===== config.mk =====
export PLATFORM = sky130hd
export DESIGN_NAME = dm_trace_capture_buffer_flat
export DESIGN_NICKNAME = d
export VERILOG_FILES = /design/src/rtl/dm_trace_capture_buffer_pkg.sv /design/src/rtl/gouram_datatypes.sv /design/src/rtl/dm_trace_capture_buffer_if.sv /design/src/rtl/dm_trace_capture_buffer_fifo.sv /design/src/rtl/dm_trace_capture_buffer.sv /design/src/flat_wrapper.sv
export SDC_FILE = /design/constraint.sdc
export NUM_CORES = 1
export LEC_CHECK = 0
export ABC_AREA = 1
export BUFFER_PORTS_ARGS = -buffer_cell sky130_fd_sc_hd__buf_2
export CORE_AREA = 5 5 173 175
export DETAILED_ROUTE_END_ITERATION = 12
export DIE_AREA = 0 0 178 180
export GPL_TIMING_DRIVEN = 0
export HOLD_SLACK_MARGIN = 0.06
export PLACE_DENSITY = 0.84
export SETUP_SLACK_MARGIN = 0.2
export SLEW_MARGIN = 20
export SYNTH_ARGS = -nofsm -noshare
export SYNTH_HDL_FRONTEND = slang
export SYNTH_SLANG_ARGS = --single-unit

===== constraint.sdc =====
create_clock -name clk -period 7.5 [get_ports clk]
set_input_delay 1.125 -clock clk [delete_from_list [all_inputs] [get_ports clk]]
set_output_delay 1.125 -clock clk [all_outputs]
set_load 0.005 [all_outputs]

===== src/rtl/dm_trace_capture_buffer_pkg.sv =====
// Capture buffer types: controller states and level sizing.
// Level counts 0..DEPTH inclusive, hence the +1.
package dm_trace_capture_datatypes;

  typedef enum logic [1:0] {
    RUN   = 2'd0,
    HOLD  = 2'd1,
    FLUSH = 2'd2
  } cap_state_e;

  function automatic int unsigned lvl_w(input int unsigned depth);
    return $clog2(depth + 1);
  endfunction

  localparam int unsigned FIFO_DEPTH_DEF = 8;

  typedef logic [$clog2(FIFO_DEPTH_DEF+1)-1:0] fifo_level_t;

endpackage


===== src/rtl/gouram_datatypes.sv =====
// Gouram trace types shared with the trace repository.
// trace_format is the per-instruction memory trace entry.
package gouram_datatypes;

  localparam int TRACE_ADDR_W = 16;

  typedef struct packed {
    logic [TRACE_ADDR_W-1:0] mem_addr;
    logic [31:0]             instruction;
  } trace_format;

endpackage


===== src/rtl/dm_trace_capture_buffer_if.sv =====
// Gouram-side input and repository-side capture bundle.
// slave is the capture buffer, master is its environment.
interface dm_trace_capture_buffer_if
  import gouram_datatypes::*;
#(
  parameter int FIFO_DEPTH    = 8,
  parameter int OVF_CNT_WIDTH = 16
);

  localparam int LW = $clog2(FIFO_DEPTH + 1);

  trace_format              gouram_trace_in;
  logic                     gouram_trace_valid;
  logic                     lock;
  logic                     flush;
  trace_format              trace_out;
  logic                     trace_ready;
  logic                     trace_capture_enable;
  logic                     empty;
  logic [LW-1:0]            level;
  logic                     overflow;
  logic [OVF_CNT_WIDTH-1:0] overflow_count;

  modport master (
    output gouram_trace_in, gouram_trace_valid,
    output lock, flush,
    input  trace_out, trace_ready, trace_capture_enable,
    input  empty, level, overflow, overflow_count
  );

  modport slave (
    input  gouram_trace_in, gouram_trace_valid,
    input  lock, flush,
    output trace_out, trace_ready, trace_capture_enable,
    output empty, level, overflow, overflow_count
  );

endinterface


===== src/rtl/dm_trace_capture_buffer_fifo.sv =====
// Register-based FIFO; a push into a full FIFO is taken
// when a pop happens in the same cycle.
module dm_trace_fifo #(
  parameter int WIDTH = 48,
  parameter int DEPTH = 8
) (
  input  logic                       clk,
  input  logic                       rst_n,
  input  logic                       clear_i,
  input  logic                       push_i,
  input  logic                       pop_i,
  input  logic [WIDTH-1:0]           wdata_i,
  output logic [WIDTH-1:0]           rdata_o,
  output logic                       full_o,
  output logic                       empty_o,
  output logic [$clog2(DEPTH+1)-1:0] level_o
);

  localparam int AW = $clog2(DEPTH);
  localparam int LW = $clog2(DEPTH + 1);

  logic [WIDTH-1:0] mem_q [DEPTH];
  logic [AW-1:0]    wr_q, wr_d;
  logic [AW-1:0]    rd_q, rd_d;
  logic [LW-1:0]    level_q, level_d;
  logic             do_push, do_pop;

  assign full_o  = (level_q == LW'(DEPTH));
  assign empty_o = (level_q == '0);
  assign level_o = level_q;
  assign rdata_o = mem_q[rd_q];

  assign do_pop  = pop_i && !empty_o;
  assign do_push = push_i && (!full_o || do_pop);

  // Next pointers and occupancy from this cycle's push/pop.
  always_comb begin
    wr_d    = wr_q;
    rd_d    = rd_q;
    level_d = level_q;
    if (do_push) wr_d = wr_q + 1'b1;
    if (do_pop)  rd_d = rd_q + 1'b1;
    if (do_push && !do_pop) level_d = level_q + 1'b1;
    if (do_pop && !do_push) level_d = level_q - 1'b1;
  end

  // Pointer/level registers; clear drops all content.
  always_ff @(posedge clk) begin
    if (!rst_n || clear_i) begin
      wr_q    <= '0;
      rd_q    <= '0;
      level_q <= '0;
    end else begin
      wr_q    <= wr_d;
      rd_q    <= rd_d;
      level_q <= level_d;
    end
  end

  // Entry storage, no reset needed.
  always_ff @(posedge clk) begin
    if (do_push) mem_q[wr_q] <= wdata_i;
  end

endmodule


===== src/rtl/dm_trace_capture_buffer.sv =====
// Window filter + FIFO between Gouram and the repository;
// drains one entry per cycle while the repository is unlocked.
module dm_trace_capture_buffer
  import gouram_datatypes::*;
  import dm_trace_capture_datatypes::*;
#(
  parameter int DATA_ADDR_WIDTH = 16,
  parameter int FIFO_DEPTH      = 8,
  parameter logic [DATA_ADDR_WIDTH-1:0] ADDR_LO = '0,
  parameter logic [DATA_ADDR_WIDTH-1:0] ADDR_HI = '1,
  parameter int OVF_CNT_WIDTH   = 16
) (
  input logic                     clk,
  input logic                     rst_n,
  dm_trace_capture_buffer_if.slave bus
);

  localparam int LW = lvl_w(FIFO_DEPTH);
  localparam int TW = $bits(trace_format);

  cap_state_e               state_q, state_d;
  trace_format              trace_out_q;
  logic                     trace_ready_q;
  logic                     overflow_q;
  logic [OVF_CNT_WIDTH-1:0] ovf_cnt_q;

  logic [DATA_ADDR_WIDTH-1:0] addr;
  logic [DATA_ADDR_WIDTH:0]   lo_diff, hi_diff;
  logic                       in_win;
  logic                       push_req, pop, drop;
  logic                       f_full, f_empty;
  logic [LW-1:0]              f_level;
  logic [TW-1:0]              f_head;

  // Borrow-out of the subtractions gives unsigned compares.
  assign addr    = DATA_ADDR_WIDTH'(bus.gouram_trace_in.mem_addr);
  assign lo_diff = {1'b0, addr} - {1'b0, ADDR_LO};
  assign hi_diff = {1'b0, ADDR_HI} - {1'b0, addr};
  assign in_win  = !lo_diff[DATA_ADDR_WIDTH]
                && !hi_diff[DATA_ADDR_WIDTH];

  assign push_req = bus.gouram_trace_valid && in_win
                 && !bus.flush;
  assign pop  = (state_q == RUN) && !bus.lock
             && !bus.flush && !f_empty;
  assign drop = push_req && f_full && !pop;

  dm_trace_fifo #(
    .WIDTH (TW),
    .DEPTH (FIFO_DEPTH)
  ) u_fifo (
    .clk     (clk),
    .rst_n   (rst_n),
    .clear_i (bus.flush),
    .push_i  (push_req),
    .pop_i   (pop),
    .wdata_i (bus.gouram_trace_in),
    .rdata_o (f_head),
    .full_o  (f_full),
    .empty_o (f_empty),
    .level_o (f_level)
  );

  // Flush wins from any state, otherwise lock picks HOLD/RUN.
  always_comb begin
    state_d = state_q;
    if (bus.flush)     state_d = FLUSH;
    else if (bus.lock) state_d = HOLD;
    else               state_d = RUN;
  end

  // State, output strobe/data register and loss counters.
  always_ff @(posedge clk) begin
    if (!rst_n) begin
      state_q       <= RUN;
      trace_out_q   <= '0;
      trace_ready_q <= 1'b0;
      overflow_q    <= 1'b0;
      ovf_cnt_q     <= '0;
    end else begin
      state_q       <= state_d;
      trace_ready_q <= pop;
      if (pop) trace_out_q <= f_head;
      if (drop) begin
        overflow_q <= 1'b1;
        if (!(&ovf_cnt_q)) ovf_cnt_q <= ovf_cnt_q + 1'b1;
      end
    end
  end

  assign bus.trace_out            = trace_out_q;
  assign bus.trace_ready          = trace_ready_q;
  assign bus.trace_capture_enable = trace_ready_q;
  assign bus.empty                = f_empty && !trace_ready_q;
  assign bus.level                = f_level;
  assign bus.overflow             = overflow_q;
  assign bus.overflow_count       = ovf_cnt_q;

endmodule


===== src/flat_wrapper.sv =====
// flat-port wrapper written by rule: the top's interface ports become plain ports
module dm_trace_capture_buffer_flat import gouram_datatypes::*; import dm_trace_capture_datatypes::*;
#(
  parameter int DATA_ADDR_WIDTH = 16,
  parameter int FIFO_DEPTH      = 8,
  parameter logic [DATA_ADDR_WIDTH-1:0] ADDR_LO = '0,
  parameter logic [DATA_ADDR_WIDTH-1:0] ADDR_HI = '1,
  parameter int OVF_CNT_WIDTH   = 16
)
  (clk, rst_n, bus_gouram_trace_in, bus_gouram_trace_valid, bus_lock, bus_flush, bus_trace_out, bus_trace_ready, bus_trace_capture_enable, bus_empty, bus_level, bus_overflow, bus_overflow_count);
  dm_trace_capture_buffer_if #(.FIFO_DEPTH(FIFO_DEPTH), .OVF_CNT_WIDTH(OVF_CNT_WIDTH)) bus_i ();
  input logic clk;
  input logic rst_n;
  input wire logic [$bits(bus_i.gouram_trace_in)-1:0] bus_gouram_trace_in;
  input wire logic [$bits(bus_i.gouram_trace_valid)-1:0] bus_gouram_trace_valid;
  input wire logic [$bits(bus_i.lock)-1:0] bus_lock;
  input wire logic [$bits(bus_i.flush)-1:0] bus_flush;
  output wire logic [$bits(bus_i.trace_out)-1:0] bus_trace_out;
  output wire logic [$bits(bus_i.trace_ready)-1:0] bus_trace_ready;
  output wire logic [$bits(bus_i.trace_capture_enable)-1:0] bus_trace_capture_enable;
  output wire logic [$bits(bus_i.empty)-1:0] bus_empty;
  output wire logic [$bits(bus_i.level)-1:0] bus_level;
  output wire logic [$bits(bus_i.overflow)-1:0] bus_overflow;
  output wire logic [$bits(bus_i.overflow_count)-1:0] bus_overflow_count;
  assign bus_i.gouram_trace_in = bus_gouram_trace_in;
  assign bus_i.gouram_trace_valid = bus_gouram_trace_valid;
  assign bus_i.lock = bus_lock;
  assign bus_i.flush = bus_flush;
  assign bus_trace_out = bus_i.trace_out;
  assign bus_trace_ready = bus_i.trace_ready;
  assign bus_trace_capture_enable = bus_i.trace_capture_enable;
  assign bus_empty = bus_i.empty;
  assign bus_level = bus_i.level;
  assign bus_overflow = bus_i.overflow;
  assign bus_overflow_count = bus_i.overflow_count;
  dm_trace_capture_buffer #(.DATA_ADDR_WIDTH(DATA_ADDR_WIDTH), .FIFO_DEPTH(FIFO_DEPTH), .ADDR_LO(ADDR_LO), .ADDR_HI(ADDR_HI), .OVF_CNT_WIDTH(OVF_CNT_WIDTH)) u_core (.clk(clk), .rst_n(rst_n), .bus(bus_i));
endmodule

==> impl_metrics.tcl <==
set metrics [dict create \
    cts.clk_slew.worst_paths_ps 60 \
    crit_slowest_cell "nor2_4" \
    slowest_delay_ps 650 \
    drv_cap 0 \
    synth_compound_area_frac 0.1470 \
    synth-edff-count 384 \
    grt_antenna_before_repair 9 \
    first_global_vias 12760 \
    fin_crit_ps 3162 \
    synth-adder-area-share 0.002826 \
    first_pass_iters 7 \
    worst_pin_slew_ps 852.8 \
    viasPerCell 6.476 \
    synthMuxAreaShare 0 \
    cp-start-kind "primary input" \
    fmax_mhz 316.2 \
    hold_viol 0 \
    required_ps 7750 \
    routabilityCongestion 0.9096 \
    die_h_um 180 \
    num_rows 62 \
    ys_ff_latch 462 \
    pin_count 125 \
    max-slew-margin-rel 0.4315 \
    top_layer_used "met5" \
    die_x_um 178 \
    grt_pass1_wl_um 70600 \
    grt_max_degree 24 \
    ir_worst_vdd_uv 182.4 \
    avgRoutedWirePerCell_um 23.76 \
    layout_common_cells "edfxtp_1 (384), o21ai_0 (263), nor2_1 (222), buf_2 (151), dfxtp_1 (78)" \
    syn_inst 1389 \
    cts_max_level 2 \
    holdBufCountCts 0 \
    drt-total-wl_um 47400 \
    slew_violations 0 \
    grt_usage 0.2868 \
    p_per_area_nw_per_um2 253.3 \
    drtAntennaViolNets 0 \
    worstPathArrival_ps 3410 \
    setup_ws_ps 4338 \
    setup_tns_ps 0 \
    io_buffers 124 \
    final_common_cell "edfxtp_1" \
    synth_top_family_by_area "compound AO/OA/AOI/OAI gates" \
    dr_wl_met2_um 22870 \
    start_util 0.6254 \
    critPathKind "primary input to flip-flop" \
    status "complete, no violations" \
    synth_async_sr_flop_share 0 \
    end_kind "flip-flop" \
    final_nets 1632 \
    post-place-ws_ps 3774 \
    synth_xor_area_frac 0.003957 \
    crit_path_max_fanout 20 \
    multi_input_area_um2 4135 \
    numClockSinks 462 \
    yosysUniqueCellTypes 43 \
    dr.first_iter.drc_count 1974 \
    synth.top_cell.area_share 0.6512 \
    die_area_um2 32040 \
    clk_latency_ps 550 \
    hp-class "flip-flop to flip-flop" \
    synthFlopType "edfxtp_1" \
    rsz0062_at_grt "false" \
    yosysTopAreaCell "edfxtp_1" \
    crit_top_cell "nand2_1" \
    cts_setup_buffers 0 \
    crit_buf_inv 4 \
    cts_root_buf "clkbuf_16" \
    fin_crit_sh 0.4216 \
    synthSimpleGateAreaFrac 0.07631 \
    overflow 0 \
    met1_length_um 16540 \
    cts_tree "built" \
    drive_gt1_frac 0.1684 \
    avgSynthCellArea_um2 12.75 \
    syn_to_final_growth_pct 17.36 \
    yosys_warnings 0 \
    core_um2 28310 \
    wl_met3_um 5988 \
    skew_ps 23.69 \
    p_leak_uw 0.007239 \
    drc 0 \
    dr_total_vias 12920 \
    path_delay_family "simple AND/OR/NAND/NOR gates" \
    crit_chain "buf_2 > inv_2 > nand2_1 > nor2_8 > nand2_8 > a21oi_2 > nand2_1 > nor2_4 > buf_12 > buf_16" \
    synth.area.top_cells "edfxtp_1 (65%), dfxtp_1 (8.8%), o21ai_0 (7.4%), nor2_1 (4.9%), o221ai_1 (2.4%)" \
    fill_cells 1681 \
    clk_path_buf_depth 3 \
    setup_viol 0 \
    cts_resized 0 \
    synth-seq-area-share 0.7393 \
    hpwl_um 29140 \
    regArea_um2 13090 \
    synth_fp_nets 1446 \
    cts_buffers 44 \
    synthesis.area_um2 17710 \
]
-- per-layer routing --
layer,track usage,vias to the layer above
met4,0.1194,14
li1,-,5519
met3,0.06933,201
met1,0.3708,6132
met5,0,-
met2,0.4683,1053
-- worst reg2reg max path: cells and delay by family (launching register included) --
family	cells	cell delay, ps
and+or+nand+nor	5	1300
buffers and inverters	2	480
DFF	1	510
AOI/OAI and AO/OA	1	280
-- sequential cells by signal, indices dropped and copies added (netlist names) --
name,flops
u_core.u_fifo.level_o,4
u_core.u_fifo.mem_q,384
u_core.u_fifo.rd_q,3
u_core.bus.trace_capture_enable,1
u_core.state_q,2
u_core.bus.overflow,1
u_core.u_fifo.wr_q,3
u_core.bus.trace_out,48
u_core.bus.overflow_count,16
-- power breakdown --
part,internal [uW],switching (uW)
Clock,1370,917
Sequential,2800,10.7
Combinational,48.8,114
Total,4220,1040
-- metrics by stage --
step | area (um^2) | hold slack, ps | total power [uW] | util | instances
after detailed placement | 19270 | 468.1 | 3026 | 0.6806 | 1913
after floorplan | 17710 | 464.2 | 2940 | - | 1389
final | 20780 | 494.0 | 5264 | 0.7340 | 1995
after CTS | 20780 | 490.1 | 5262 | 0.7338 | 1993
after global placement | 18810 | 465.6 | 3013 | 0.6643 | 1897
after global routing | 20780 | 514.7 | 5391 | 0.7340 | 1995
-- Yosys cell counts, types with 2 or more instances --
cell      instances
nand2_1          53
nand2_2           3
a21oi_1          66
nand3_1          13
dfxtp_1          78
clkbuf_1         57
nand2_4           2
buf_6             2
buf_4             2
ha_1              4
nor3_1            4
clkbuf_2          3
edfxtp_1        384
inv_2             4
nand4_1           3
a21oi_2           3
xnor2_1           4
xor2_1            4
buf_2            27
nor2_1          230
o21ai_1          36
o21ai_0         263
o22ai_1          48
nor2_4            2
o221ai_1         48
inv_1            29
-- final timing paths --
path,start,endpoint,slack [ps],cells past startpoint
min reg2reg,u_core.bus.overflow,u_core.bus.overflow,490,1
max,bus_flush,u_core.u_fifo.mem_q[0][41],4340,10
max reg2reg,u_core.u_fifo.level_o[0],u_core.u_fifo.mem_q[0][41],4650,8
min,u_core.bus.overflow,u_core.bus.overflow,490,1
-- layout make-up --
type,instances,area share
Sequential cell,462,0.6300
Multi-Input combinational cell,800,0.1990
Clock buffer,64,0.06213
Timing Repair Buffer,140,0.04925
Tap cell,384,0.02312
Buffer,91,0.01933
Clock inverter,16,0.01030
Inverter,36,0.006683
Antenna cell,2,0.0002408
-- logic make-up (layout without fill, tap and decap cells) --
| kind of cell | after synthesis | count (layout) |
|---|---|---|
| and+or+nand+nor | 320 | 320 |
| DFF | 462 | 462 |
| other | 0 | 2 |
| adders and majority gates | 4 | 4 |
| AOI/OAI and AO/OA | 468 | 468 |
| xor gates and xnor gates | 8 | 8 |
| buffers and inverters | 127 | 347 |
Note: power is estimated with default switching activity, not from simulation.
